===== config.mk =====
export PLATFORM = sky130hd
export DESIGN_NAME = sram_word_writer
export DESIGN_NICKNAME = d
export VERILOG_FILES = /design/src/rtl/sram_pkg.sv /design/src/rtl/sram_word_writer.sv
export SDC_FILE = /design/constraint.sdc
export NUM_CORES = 1
export LEC_CHECK = 0
export BUFFER_PORTS_ARGS = -buffer_cell sky130_fd_sc_hd__buf_4
export CORE_UTILIZATION = 39
export DETAILED_ROUTE_END_ITERATION = 6
export GPL_TIMING_DRIVEN = 0
export PLACE_DENSITY = 0.72
export SLEW_MARGIN = 5
export SYNTH_ARGS = -nofsm -noshare
export SYNTH_HDL_FRONTEND = slang
export SYNTH_SLANG_ARGS = --single-unit
export TNS_END_PERCENT = 5

===== constraint.sdc =====
create_clock -name clk -period 5.2 [get_ports clk]
set_clock_uncertainty 0.2 [all_clocks]
set_input_delay 0 -clock clk [delete_from_list [all_inputs] [get_ports clk]]
set_output_delay 0 -clock clk [all_outputs]
set_load 0.03 [all_outputs]

===== src/rtl/sram_pkg.sv =====
// Shared definitions for the instruction-memory SRAM write controller:
// FSM states, word-address width and default strobe timing.
package sram_pkg;

  typedef enum logic [2:0] {
    IDLE,
    SETUP,
    PULSE,
    HOLD,
    DONE
  } state_t;

  localparam int unsigned WORD_AW       = 10;
  localparam int unsigned DEF_SETUP_CYC = 1;
  localparam int unsigned DEF_PULSE_CYC = 2;
  localparam int unsigned DEF_HOLD_CYC  = 1;
  localparam int unsigned DEF_CNT_W     = 4;

endpackage


===== src/rtl/sram_word_writer.sv =====
// Writes one 32-bit word to the dual 16-bit async SRAM pair (low half to chip A,
// high half to chip B) with programmable setup / write-pulse / hold cycle counts.
module sram_word_writer
  import sram_pkg::*;
#(
  parameter int unsigned SETUP_CYC = DEF_SETUP_CYC,
  parameter int unsigned PULSE_CYC = DEF_PULSE_CYC,
  parameter int unsigned HOLD_CYC  = DEF_HOLD_CYC,
  parameter int unsigned CNT_W     = DEF_CNT_W
) (
  input  logic        clk,
  input  logic        rst,
  input  logic        wr_req,
  input  logic [31:0] wr_addr,
  input  logic [31:0] wr_data,
  input  logic [3:0]  wr_be,
  output logic        wr_ready,
  output logic        wr_done,
  output logic [31:0] rom_addr,
  output logic [15:0] wdata_a,
  output logic [15:0] wdata_b,
  output logic        data_oe,
  output logic        ce_n,
  output logic        we_n,
  output logic        oe_n,
  output logic        lb_n_a,
  output logic        ub_n_a,
  output logic        lb_n_b,
  output logic        ub_n_b
);

  state_t           state;
  logic [CNT_W-1:0] cnt;
  logic [3:0]       lane_n;
  logic             unused_addr_bits;

  // Only the word index inside the 4 KiB window is used; higher bits alias.
  assign unused_addr_bits = ^{wr_addr[31:12], wr_addr[1:0]};

  assign oe_n   = 1'b1;
  assign lb_n_a = lane_n[0];
  assign ub_n_a = lane_n[1];
  assign lb_n_b = lane_n[2];
  assign ub_n_b = lane_n[3];

  // Outputs are assigned on the transition into each phase so every strobe
  // comes straight from a flop and tracks the state register cycle for cycle.
  always_ff @(posedge clk or negedge rst) begin
    if (!rst) begin
      state    <= IDLE;
      cnt      <= '0;
      wr_ready <= 1'b1;
      wr_done  <= 1'b0;
      rom_addr <= '0;
      wdata_a  <= '0;
      wdata_b  <= '0;
      data_oe  <= 1'b0;
      ce_n     <= 1'b1;
      we_n     <= 1'b1;
      lane_n   <= '1;
    end else begin
      wr_done <= 1'b0;
      case (state)
        IDLE: begin
          if (wr_req) begin
            rom_addr <= {20'h00000, wr_addr[WORD_AW+1:2], 2'b00};
            wdata_a  <= wr_data[15:0];
            wdata_b  <= wr_data[31:16];
            wr_ready <= 1'b0;
            if (wr_be == 4'h0) begin
              state   <= DONE;
              wr_done <= 1'b1;
            end else begin
              state   <= SETUP;
              cnt     <= CNT_W'(SETUP_CYC - 1);
              ce_n    <= 1'b0;
              data_oe <= 1'b1;
              lane_n  <= ~wr_be;
            end
          end
        end
        SETUP: begin
          if (cnt == '0) begin
            state <= PULSE;
            cnt   <= CNT_W'(PULSE_CYC - 1);
            we_n  <= 1'b0;
          end else begin
            cnt <= cnt - CNT_W'(1);
          end
        end
        PULSE: begin
          if (cnt == '0) begin
            state <= HOLD;
            cnt   <= CNT_W'(HOLD_CYC - 1);
            we_n  <= 1'b1;
          end else begin
            cnt <= cnt - CNT_W'(1);
          end
        end
        HOLD: begin
          if (cnt == '0) begin
            state   <= DONE;
            ce_n    <= 1'b1;
            data_oe <= 1'b0;
            lane_n  <= '1;
            wr_done <= 1'b1;
          end else begin
            cnt <= cnt - CNT_W'(1);
          end
        end
        DONE: begin
          state    <= IDLE;
          wr_ready <= 1'b1;
        end
        default: begin
          state    <= IDLE;
          wr_ready <= 1'b1;
          ce_n     <= 1'b1;
          we_n     <= 1'b1;
          data_oe  <= 1'b0;
          lane_n   <= '1;
        end
      endcase
    end
  end

endmodule


## Yosys cells after proc, flatten, opt, wreduce, memory -nomap -nowiden

Index checks and enable logic that the tools add are counted.

- Add/subtract/negate cells: 1
- Eq/ne operators: 10
- Mux-type cells: 31
- Bitwise operators: 4
- Reductions and logical operators: 13

Operators with widths:

| kind | number |
|---|---|
| two-way mux 4 bit | 8 |
| case mux 4 bit (4 select lines) | 1 |
| two-way mux 3 bit | 5 |
| inequality test 2 bit (second input constant) | 6 |
| case mux 3 bit (4 select lines) | 1 |
| case mux 4 bit (3 select lines) | 1 |
| AND reduction 4 bit | 3 |
| two-way mux 1 bit | 10 |
| case mux 1 bit (3 select lines) | 3 |
| OR reduction 3 bit | 3 |
| zero test 4 bit | 2 |
| equality test 3 x 2 -> 1 bit (second input constant) | 2 |
| inverter 4 bit | 1 |
| case mux 1 bit (2 select lines) | 2 |
| AND reduction 2 bit | 2 |
| nonzero test 4 bit | 1 |
| subtractor 4 x 1 -> 4 bit (second input constant) | 1 |
| equality test 3 x 1 -> 1 bit (second input constant) | 1 |
| equality test 3 bit (second input constant) | 1 |
| zero test 3 bit | 1 |
| inverter 1 bit | 3 |
| AND reduction 3 bit | 1 |

- Bits in registers: 58
- Input port bits: 71
- Output and inout port bits: 74
- Word-level logic and storage cells: 70

## Logic depth before layout (Yosys ltp)

Gate-level depths: netlist (run 1).

- Depth after elaboration: 4
- Mapped depth: 6
- Mapped depth without buffers: 5

## Least setup slack after synthesis (run 1)

OpenSTA, ideal clock, no wires.

- Path kind: register to register
- From: register cnt[0]
- To: register data_oe
- Setup time: 0.131 ns
- Arrival: 1.370 ns
- Data required time: 4.869 ns
- Slack: 3.499 ns
- Stages on the path, launching flop included: 7
- Buffers on the path: 1
- Clock period less this slack: 1.701 ns
- Cell sequence: dfrtp_1 > inv_1 > ha_1 > and4bb_2 > buf_2 > nor3_1 > or3_1

- Cells in the longest elaborated chain, start to end: 3

RTL lines:

| what | RTL line | text |
|---|---|---|
| start, declared | sram_word_writer.sv:33 | `logic [CNT_W-1:0] cnt;` |
| start signal, assigned | sram_word_writer.sv:75 | `cnt <= CNT_W'(SETUP_CYC - 1);` |
| start signal, assigned | sram_word_writer.sv:85 | `cnt <= CNT_W'(PULSE_CYC - 1);` |
| start signal, assigned | sram_word_writer.sv:88 | `cnt <= cnt - CNT_W'(1);` |
| zero test 4 bit | sram_word_writer.sv:101 | `if (cnt == '0) begin` |
| inequality test 2 bit (no source line) | - |  |
| AND reduction 4 bit (no source line) | - |  |
| end signal, assigned | sram_word_writer.sv:77 | `data_oe <= 1'b1;` |
| end signal, assigned | sram_word_writer.sv:104 | `data_oe <= 1'b0;` |
| end signal, assigned | sram_word_writer.sv:120 | `data_oe <= 1'b0;` |
| end, declared | sram_word_writer.sv:22 | `output logic data_oe,` |

Every way passes these cells.
A chain may end at the register's enable or synchronous reset.

## Worst setup path after layout (run 1)

- From: register cnt[0]
- To: register state[0]

- Cells in the longest elaborated chain, start to end: 3
- Elaborated cells between the ends (all ways): 5
- Classes of those cells: 3 x eq/ne; 2 x reduce/logical

RTL lines:

| what | RTL line | text |
|---|---|---|
| zero test 4 bit (*) | sram_word_writer.sv:83, sram_word_writer.sv:92, sram_word_writer.sv:101 |  |
| inequality test 2 bit (no source line) | - |  |
| AND reduction 4 bit (no source line) (*) | - |  |
| end signal, assigned | sram_word_writer.sv:84 | `state <= PULSE;` |
| end signal, assigned | sram_word_writer.sv:93 | `state <= HOLD;` |
| end signal, assigned | sram_word_writer.sv:102 | `state <= DONE;` |
| end, declared | sram_word_writer.sv:32 | `state_t state;` |

Every way passes the cells marked *; elsewhere a longest branch is shown, timed or not.

==> results of run 1 <==
[stage by stage]
stage / instance area [um^2] / power, mW / std cells / util / hold slack, ns
after global placement: 3480 / 2.05 / 389 / 0.548 / -0.0876
after detailed placement: 3480 / 2.08 / 389 / 0.548 / -0.0925
after floorplan: 2640 / 1.63 / 213 / - / -0.496
after CTS: 4120 / 2.46 / 453 / 0.648 / 0.0884
final: 4120 / 2.46 / 453 / 0.648 / 0.0628
after global routing: 4120 / 2.59 / 453 / 0.648 / 0.150
[logic make-up (layout without fill, tap and decap cells)]
group	count (synthesis)	after routing	synth area share
buf+inv	38	201	0.0982
xor+xnor	1	1	0.00342
flops	58	58	0.570
fa+ha+maj	1	1	0.00488
compound gates	26	26	0.0733
simple gates	23	23	0.0586
other cells	2	23	0.00293
mux	43	43	0.189
[where the power goes]
group          leakage (nW)  total (mW)  switching (mW)  internal (mW)
logic                  1.22        1.30           0.740          0.558
registers             0.681       0.820           0.133          0.687
clock network        0.0774       0.340           0.168          0.172
total                  1.98        2.46            1.04           1.42
[repair_timing]
action,in CTS,in global routing
gates resized for setup,0,0
hold buffers,48,0
endpoints found under the hold margin,110,0
[state kept, by name, indices dropped and copies added, names as in the netlist]
name / flops
wdata_a: 16
wdata_b: 16
rom_addr: 10
cnt: 4
lane_n: 4
state: 3
ce_n: 1
data_oe: 1
we_n: 1
wr_done: 1
wr_ready: 1
[critical path, cell delays in order (launching register included)]
cell and delay [ns]:
dfrtp_1 0.38, inv_1 0.10, ha_1 0.22, nor3b_1 0.54, a21oi_1 0.15, a211oi_1 0.27
[final timing paths]
check	slack (ns)	end	depth (start not counted)	start
setup / recovery	3.23	state[0]	5	cnt[0]
hold / removal	0.06	wdata_a[1]	2	rst
setup reg to reg	3.23	state[0]	5	cnt[0]
hold reg to reg	0.29	wdata_b[3]	1	wdata_b[3]
max in group asynchronous	4.25	data_oe	2	rst
min in group clk	0.17	lane_n[0]	3	wr_be[0]
[cells in the final DEF, fill, tap and decap left out, types with 2 or more instances in the layout]
| cell | n |
|---|---|
| mux2_1 | 15 |
| clkinv_2 | 2 |
| mux2_2 | 27 |
| a21oi_1 | 7 |
| conb_1 | 23 |
| o2bb2ai_1 | 2 |
| clkbuf_1 | 8 |
| clkbuf_8 | 9 |
| dfstp_2 | 7 |
| buf_2 | 3 |
| nor2b_1 | 2 |
| a32oi_1 | 5 |
| a211oi_1 | 3 |
| dfrtp_1 | 51 |
| buf_4 | 123 |
| inv_1 | 5 |
| buf_6 | 2 |
| nor3_1 | 5 |
| nor2_1 | 7 |
| dlygate4sd3_1 | 48 |
| o21ai_0 | 2 |
[routing by layer]
layer / vias to the layer above / wire, um / GRT usage
met2: 92 / 3230 / 0.341
met5: - / 0 / 0
li1: 996 / - / -
met1: 1000 / 2600 / 0.221
met4: 0 / 106 / 0.0846
met3: 11 / 480 / 0.0577
[area by class of cell]
| cell class | instances | share of cell area |
|---|---|---|
| inverters | 5 | 0.00456 |
| plain buffers | 33 | 0.0565 |
| clock inverters | 3 | 0.00426 |
| clock buffers | 13 | 0.0337 |
| multi-input cells | 117 | 0.226 |
| repair buffers | 147 | 0.297 |
| well taps | 77 | 0.0234 |
| flip-flops and latches | 58 | 0.355 |
==> results by group, run 1 <==
Run status
  – Status: completed

STA
  – Slew Limit Headroom: 0.489
  – Final Hold Vio Count: 0
  – RSZ-0062 raised after global routing: no
  – Fmax: 0.508 GHz
  – Post-route clock period utilization: 0.379
  – Final number of setup-violating endpoints: 0
  – Tmin final: 1.97 ns
  – Final WS setup: 3.23 ns
  – Max-slew violation count: 0
  – Slew @ Worst Pin: 0.756 ns
  – Setup TNS: 0 ns

Finish
  – Fillers: 506
  – Area delta synth->final: 60.7%
  – Nets: 443
  – Multi-input gate area: 928 um^2
  – Number of diodes: 0
  – Proportion of layout cells with a drive suffix above 1: 0.471
  – Area occupied by registers: 1460 um^2

Worst setup path
  – Startpoint Class: register
  – Worst EP required: 5.22 ns
  – Critical path arrival: 1.99 ns
  – CP max FO: 5
  – Worst Setup Path Type: reg2reg
  – CP endpoint kind: register

Place
  – DPL Wire Length: 3.92 mm
  – Place WS: 3.29 ns
  – Buffers on Ports: about 100
  – Routability Congestion: about 0.75

Clocking
  – Worst-path clk slew: 0.07 ns
  – CTS tree: built
  – Latest clock arrival within the worst-skew pair: 0.33 ns
  – Htree depth: 3
  – Clock root cell: clkbuf_8
  – Worst-case clock buffer depth: 2
  – Cts bufs inserted: 9
  – Clock tree sinks: between 50 and 60
  – Post-CTS Repair Setup Buffers: 0

Routing
  – ANT nets after route: 0
  – Total iterations of the first detailed-routing run: 4
  – Starting DRT DRC Count: 85
  – Via/cell ratio: 4.63
  – Routed len/inst: ~14 um
  – Final WL: 6.42 mm
  – Residual DRC: 0
  – Vias: 2099

Synthesis
  – Most common cell in the synthesized netlist: dfrtp_1
  – Prevailing post-synth register cell: dfrtp_1
  – Synthesized flop and latch total: 58
  – Post-synthesis sequential area ratio: 0.570
  – Commonest cells post-synth: dfrtp_1, mux2_2, buf_4
  – Post-synth ARST share: 1.00
  – Count of cell types in the netlist: 37
  – Post-Syn Area: 2560 um^2
  – Synth Area per Inst: 13.3 um^2
  – Synth top area share: 0.498
  – Ys Warns: 0
  – Cell accounting for the most synthesized area: dfrtp_1
  – Cells after Synth: between 150 and 200
  – Leading post-synthesis cells by cell area: dfrtp_1, mux2_2, dfstp_2
  – Post-synth EDFFs: 0

Floorplanning
  – Chip width: 83.0 um
  – DIE AREA: 6900 um^2
  – I/O Pins: about 150
  – Die height: 83.0 um
  – Initial Util: 0.403
  – Core Area: 6350 um^2
  – Site Rows: 29

Power
  – LEAKAGE: ~2.0 nW
  – PD cells: between 500 and 600 nW/um^2
  – Peak supply drop: between 0.0003 and 0.0004 V

GRT
  – Largest net degree at the start of global routing: 59
  – GRT overflow: 0
  – Gr usage total: 0.195
  – Vias in the first global route: 2233
  – Initial antenna violation count: 0
  – Global-route wire length before repair: 10.6 mm

Flow run
  – Max Cap Violations: 0

Hold path
  – Hold Path Class: in2async
Note: power is estimated with default switching activity, not from simulation.
==> run 2, diff against run 1 <==
--- a/config.mk
+++ b/config.mk
@@ -9,7 +9,7 @@
 export CORE_UTILIZATION = 39
 export DETAILED_ROUTE_END_ITERATION = 6
 export GPL_TIMING_DRIVEN = 0
-export PLACE_DENSITY = 0.72
+export PLACE_DENSITY = 0.75
 export SLEW_MARGIN = 5
 export SYNTH_ARGS = -nofsm -noshare
 export SYNTH_HDL_FRONTEND = slang
==> constraint.sdc (replaced) <==
create_clock -name clk -period 1.78 [get_ports clk]
set_clock_uncertainty 0.2 [all_clocks]
set_input_delay 0 -clock clk [delete_from_list [all_inputs] [get_ports clk]]
set_output_delay 0 -clock clk [all_outputs]
set_load 0.03 [all_outputs]
==> results by group, run 2 (synthesized netlist as in run 1, its figures left out) <==
Run status
  – Status: finished with violations
  – Failing checks: negative setup slack

Finish
  – Leading registers by flop count: wdata_a x16, wdata_b x16, rom_addr x10
  – Area delta synth->final: 69.2%
  – Fillers: 491
  – Most used cells in the layout excluding fill and tap cells: buf_4, dfrtp_1, dlygate4sd3_1
  – Nets: 452
  – Final Util: 0.682
  – Number of diodes: 0
  – Proportion of layout cells with a drive suffix above 1: 0.531
  – Most common cell after layout, fill and taps aside: buf_4

GRT
  – Global-route wire length before repair: ~11 mm
  – GRT overflow: 0
  – Largest net degree at the start of global routing: 59
  – Gr usage total: 0.204
  – Vias in the first global route: 2245
  – Initial antenna violation count: 0

Routing
  – ANT nets after route: 0
  – Metal3 WL: 416 um
  – Top layer in use: met4
  – Total iterations of the first detailed-routing run: 6
  – Starting DRT DRC Count: 75
  – Vias: 2207
  – Routed length on met1: around 2.7 mm
  – Final WL: slightly below 7 mm
  – Residual DRC: 0
  – Routed len/inst: 14.7 um
  – DR WL met2: 3.54 mm
  – Via/cell ratio: 4.79

Clocking
  – Worst-path clk slew: 0.06 ns
  – Latest clock arrival within the worst-skew pair: 0.33 ns
  – Cts bufs inserted: 9
  – Worst-case clock buffer depth: 2
  – CTS tree: built
  – Clock tree sinks: between 50 and 60
  – Htree depth: 3
  – Clock root cell: clkbuf_8

Place
  – Buffers on Ports: around 100
  – DPL Wire Length: 3.93 mm
  – Routability Congestion: 0.801
  – Place WS: -0.119 ns

Worst setup path
  – Startpoint Class: register
  – CP endpoint kind: register
  – Crit-path max cell delay: 0.41 ns
  – CP Cell Sequence: nor4b_4 -> buf_6 -> buf_12 -> mux2_1
  – R2r startpoint: state[1]
  – CP max FO: 10
  – CP max stage cell: dfrtp_1
  – Worst EP required: 1.79 ns
  – Critical path arrival: 1.81 ns
  – Crit path launch: state[1]
  – Worst Setup Path Type: reg2reg

STA
  – Final Hold Vio Count: 0
  – Slew Limit Headroom: 0.512
  – Min Hold Slack: between 0.05 and 0.06 ns
  – Max-slew violation count: 0
  – Setup TNS: -0.0952 ns
  – Slew @ Worst Pin: roughly 0.73 ns
  – Post-route clock period utilization: 1.01
  – RSZ-0062 raised after global routing: yes
  – Final WS setup: -0.0150 ns
  – Final number of setup-violating endpoints: 8
  – Fmax: 0.557 GHz
  – Tmin final: 1.80 ns

Flow run
  – Max Cap Violations: 0

Power
  – PD cells: approximately 1800 nW/um^2
  – LEAKAGE: 2.09 nW
  – Peak supply drop: 0.00122 V
  – Power, Total: 7.79 mW

Floorplanning
  – Die height: 83.0 um
  – Initial Util: 0.403
  – Core Area: 6350 um^2
  – I/O Pins: 145
  – DIE AREA: 6900 um^2
  – Chip width: 83.0 um
  – Site Rows: 29

Hold path
  – Hold Path Class: in2async
run 2: worst max-delay path, delay by kind of cell (launching register included):
kind                   cells  cell delay (ns)
flip-flops                 1             0.41
buffers and inverters      2             0.34
multiplexers               1             0.32
AND/OR/NAND/NOR            1             0.41
run 2: per-layer routing:
layer / track usage / vias to the layer above
met1: 0.232 / 1082
li1: - / 1014
met5: 0 / -
met4: 0.0925 / 0
met2: 0.356 / 97
met3: 0.0557 / 14
run 2: timing repair:
| item | in CTS | in global routing |
|---|---|---|
| hold buffers | 48 | 0 |
| setup endpoints to repair | 33 | 48 |
| gates resized for setup | 10 | 17 |
| pin swaps | 1 | 2 |
| cloned | 0 | 0 |
| hold endpoints to repair | 111 | 0 |
| setup buffers | 3 | 7 |
run 2: path summary, 6_finish.rpt:
check	cells after the start	slack, ns	end
max in group asynchronous	2	0.77	state[0]
min reg2reg	1	0.29	wdata_b[0]
max	4	-0.02	wdata_b[6]
min in group clk	3	0.18	lane_n[1]
min	2	0.06	cnt[1]
max reg2reg	4	-0.02	wdata_b[6]
run 2: power by group:
| group | total, mW | internal, mW | switching (mW) | leakage [nW] |
|---|---|---|---|---|
| Clock | 1.25 | 0.752 | 0.502 | 0.106 |
| Sequential | 2.41 | 2.01 | 0.400 | 0.678 |
| Combinational | 4.13 | 1.89 | 2.24 | 1.30 |
| Total | 7.79 | 4.65 | 3.14 | 2.09 |
run 2: area by class of cell:
| class | count | area [um^2] | area share |
|---|---|---|---|
| plain buffers | 32 | 249 | 0.0575 |
| inverters | 5 | 18.8 | 0.00433 |
| clock inverters | 2 | 35.0 | 0.00809 |
| flip-flops and latches | 58 | 1460 | 0.338 |
| clock buffers | 13 | 169 | 0.0390 |
| repair buffers | 157 | 1300 | 0.300 |
| well taps | 77 | 96.3 | 0.0222 |
| multi-input cells | 117 | 1000 | 0.232 |
run 2: metrics by stage:
step,instance area (um^2),instances
finish,4330,461
global route,4330,461
CTS,4210,454
detailed placement,3480,389
floorplan,2640,213
global placement,3480,389
==> run 3, diff against run 2 <==
--- a/config.mk
+++ b/config.mk
@@ -9,7 +9,8 @@
 export CORE_UTILIZATION = 39
 export DETAILED_ROUTE_END_ITERATION = 6
 export GPL_TIMING_DRIVEN = 0
-export PLACE_DENSITY = 0.75
+export PLACE_DENSITY = 0.72
+export REMOVE_ABC_BUFFERS = 1
 export SLEW_MARGIN = 5
 export SYNTH_ARGS = -nofsm -noshare
 export SYNTH_HDL_FRONTEND = slang
==> constraint.sdc (replaced) <==
create_clock -name clk -period 2.3 [get_ports clk]
set_clock_uncertainty 0.2 [all_clocks]
set_input_delay 0 -clock clk [delete_from_list [all_inputs] [get_ports clk]]
set_output_delay 0 -clock clk [all_outputs]
set_load 0.03 [all_outputs]
==> results by group, run 3 (synthesized netlist as in run 1, its figures left out) <==
Run status
  – Status: completed

Floorplanning
  – Initial Util: 0.403
  – Site Rows: 29
  – I/O Pins: ~150
  – Chip width: 83.0 um
  – Die height: 83.0 um
  – DIE AREA: approximately 6900 um^2
  – Core Area: 6350 um^2

Finish
  – Proportion of layout cells with a drive suffix above 1: 0.445
  – Final Util: 0.620
  – Fillers: 508
  – Leading registers by flop count: wdata_a x16, wdata_b x16, rom_addr x10
  – Area delta synth->final: 53.8%
  – Most common cell after layout, fill and taps aside: buf_4
  – Nets: 415
  – Most used cells in the layout excluding fill and tap cells: buf_4, dfrtp_1, dlygate4sd3_1
  – Number of diodes: 0

STA
  – RSZ-0062 raised after global routing: no
  – Slew Limit Headroom: 0.466
  – Fmax: 0.460 GHz
  – Post-route clock period utilization: 0.945
  – Final number of setup-violating endpoints: 0
  – Tmin final: approximately 2.2 ns
  – Final Hold Vio Count: 0
  – Slew @ Worst Pin: 0.802 ns
  – Setup TNS: 0 ns
  – Max-slew violation count: 0

Routing
  – Total iterations of the first detailed-routing run: 4
  – Routed len/inst: 14.1 um
  – Final WL: 5.98 mm
  – Starting DRT DRC Count: 52
  – Vias: roughly 2000
  – ANT nets after route: 0
  – Residual DRC: 0
  – Via/cell ratio: 4.74

Clocking
  – Clock root cell: clkbuf_8
  – CTS tree: built
  – PostCTS Resize Cnt: 0
  – Worst-path clk slew: roughly 0.070 ns
  – Clock tree sinks: 58
  – Cts bufs inserted: 9
  – Latest clock arrival within the worst-skew pair: around 0.32 ns
  – Htree depth: 3
  – Worst-case clock buffer depth: 2

Worst setup path
  – Worst EP required: 2.30 ns
  – CP max stage cell: dfrtp_1
  – CP Cell Sequence: nor4b_4 -> buf_4 -> buf_8 -> nor2b_1 -> or3_1
  – Startpoint Class: register
  – CP endpoint kind: register
  – Worst Setup Path Type: reg2reg
  – CP max FO: 24
  – Critical path arrival: roughly 2.2 ns
  – Crit-path max cell delay: 0.86 ns

GRT
  – Initial antenna violation count: 0
  – Vias in the first global route: 2151
  – Global-route wire length before repair: 10.2 mm
  – Largest net degree at the start of global routing: slightly below 60
  – Gr usage total: 0.186
  – GRT overflow: 0

Power
  – PD cells: ~1400 nW/um^2
  – LEAKAGE: 1.85 nW
  – Peak supply drop: 0.000864 V
  – Power, Total: approximately 5.5 mW

Place
  – Routability Congestion: 0.696
  – Buffers on Ports: between 90 and 100
  – DPL Wire Length: 3.63 mm

Flow run
  – Max Cap Violations: 0

Hold path
  – Hold Path Class: in2async
run 3: cell count changes in the layout (fill, tap and decap cells not counted), moves of 2 or more:
| cell | previous run | this run |
|---|---|---|
| clkbuf_1 | 5 | 1 |
| buf_4 | 134 | 101 |
| mux2_4 | 9 | 0 |
| dfrtp_1 | 49 | 51 |
| mux2_1 | 6 | 15 |
| clkbuf_8 | 12 | 10 |
| dfrtp_2 | 2 | 0 |
run 3: report_power, final:
group | switching, mW | internal, mW
Sequential | 0.354 | 1.55
Combinational | 1.57 | 1.23
Clock | 0.373 | 0.404
Total | 2.30 | 3.19
run 3: path summary, 6_finish.rpt:
kind	slack, ns	end	startpoint	depth (start not counted)
setup / recovery	0.13	data_oe	state[2]	5
hold / removal	0.07	data_oe	rst	2
setup reg to reg	0.13	data_oe	state[2]	5
hold reg to reg	0.28	rom_addr[3]	rom_addr[3]	1
max in group asynchronous	1.33	wdata_a[10]	rst	2
min in group clk	0.19	lane_n[1]	wr_be[1]	3
run 3: what timing repair did:
| item | 4_1_cts | 5_1_grt |
|---|---|---|
| endpoints found under the setup margin | 41 | 0 |
| endpoints found under the hold margin | 109 | 0 |
| setup buffers | 2 | 0 |
| hold buffers | 48 | 0 |
run 3: cell type report:
class	instances	area (um^2)	area share
tap	77	96.3	0.0245
timing repair buffer	152	1280	0.324
clock buffer	11	141	0.0359
multi-input combinational	117	928	0.236
sequential	58	1460	0.371
clock inverter	3	17.5	0.00445
inverter	5	18.8	0.00476
run 3: critical path: cells and delay by family, from the launching register on:
kind          cells  cell delay (ns)
flops             1             0.86
simple gates      3             0.63
buf+inv           2             0.35
run 3: routing by layer:
| metal | vias to the layer above | part of all wire | track usage |
|---|---|---|---|
| met4 | 0 | 0.012 | 0.0737 |
| met5 | - | 0 | 0 |
| li1 | 938 | - | - |
| met3 | 8 | 0.050 | 0.0447 |
| met1 | 980 | 0.41 | 0.218 |
| met2 | 81 | 0.53 | 0.327 |
run 3: through the flow:
step	setup slack (ns)	instances	hold slack, ns	instance area [um^2]
6_report	0.126	423	0.0675	3940
5_1_grt	0.0149	423	0.148	3940
4_1_cts	0.129	423	0.100	3940
3_5_place_dp	-0.369	359	-0.0901	3280
3_3_place_gp	-1.70	356	-0.0899	3250
2_1_floorplan	-0.718	180	-0.496	2410
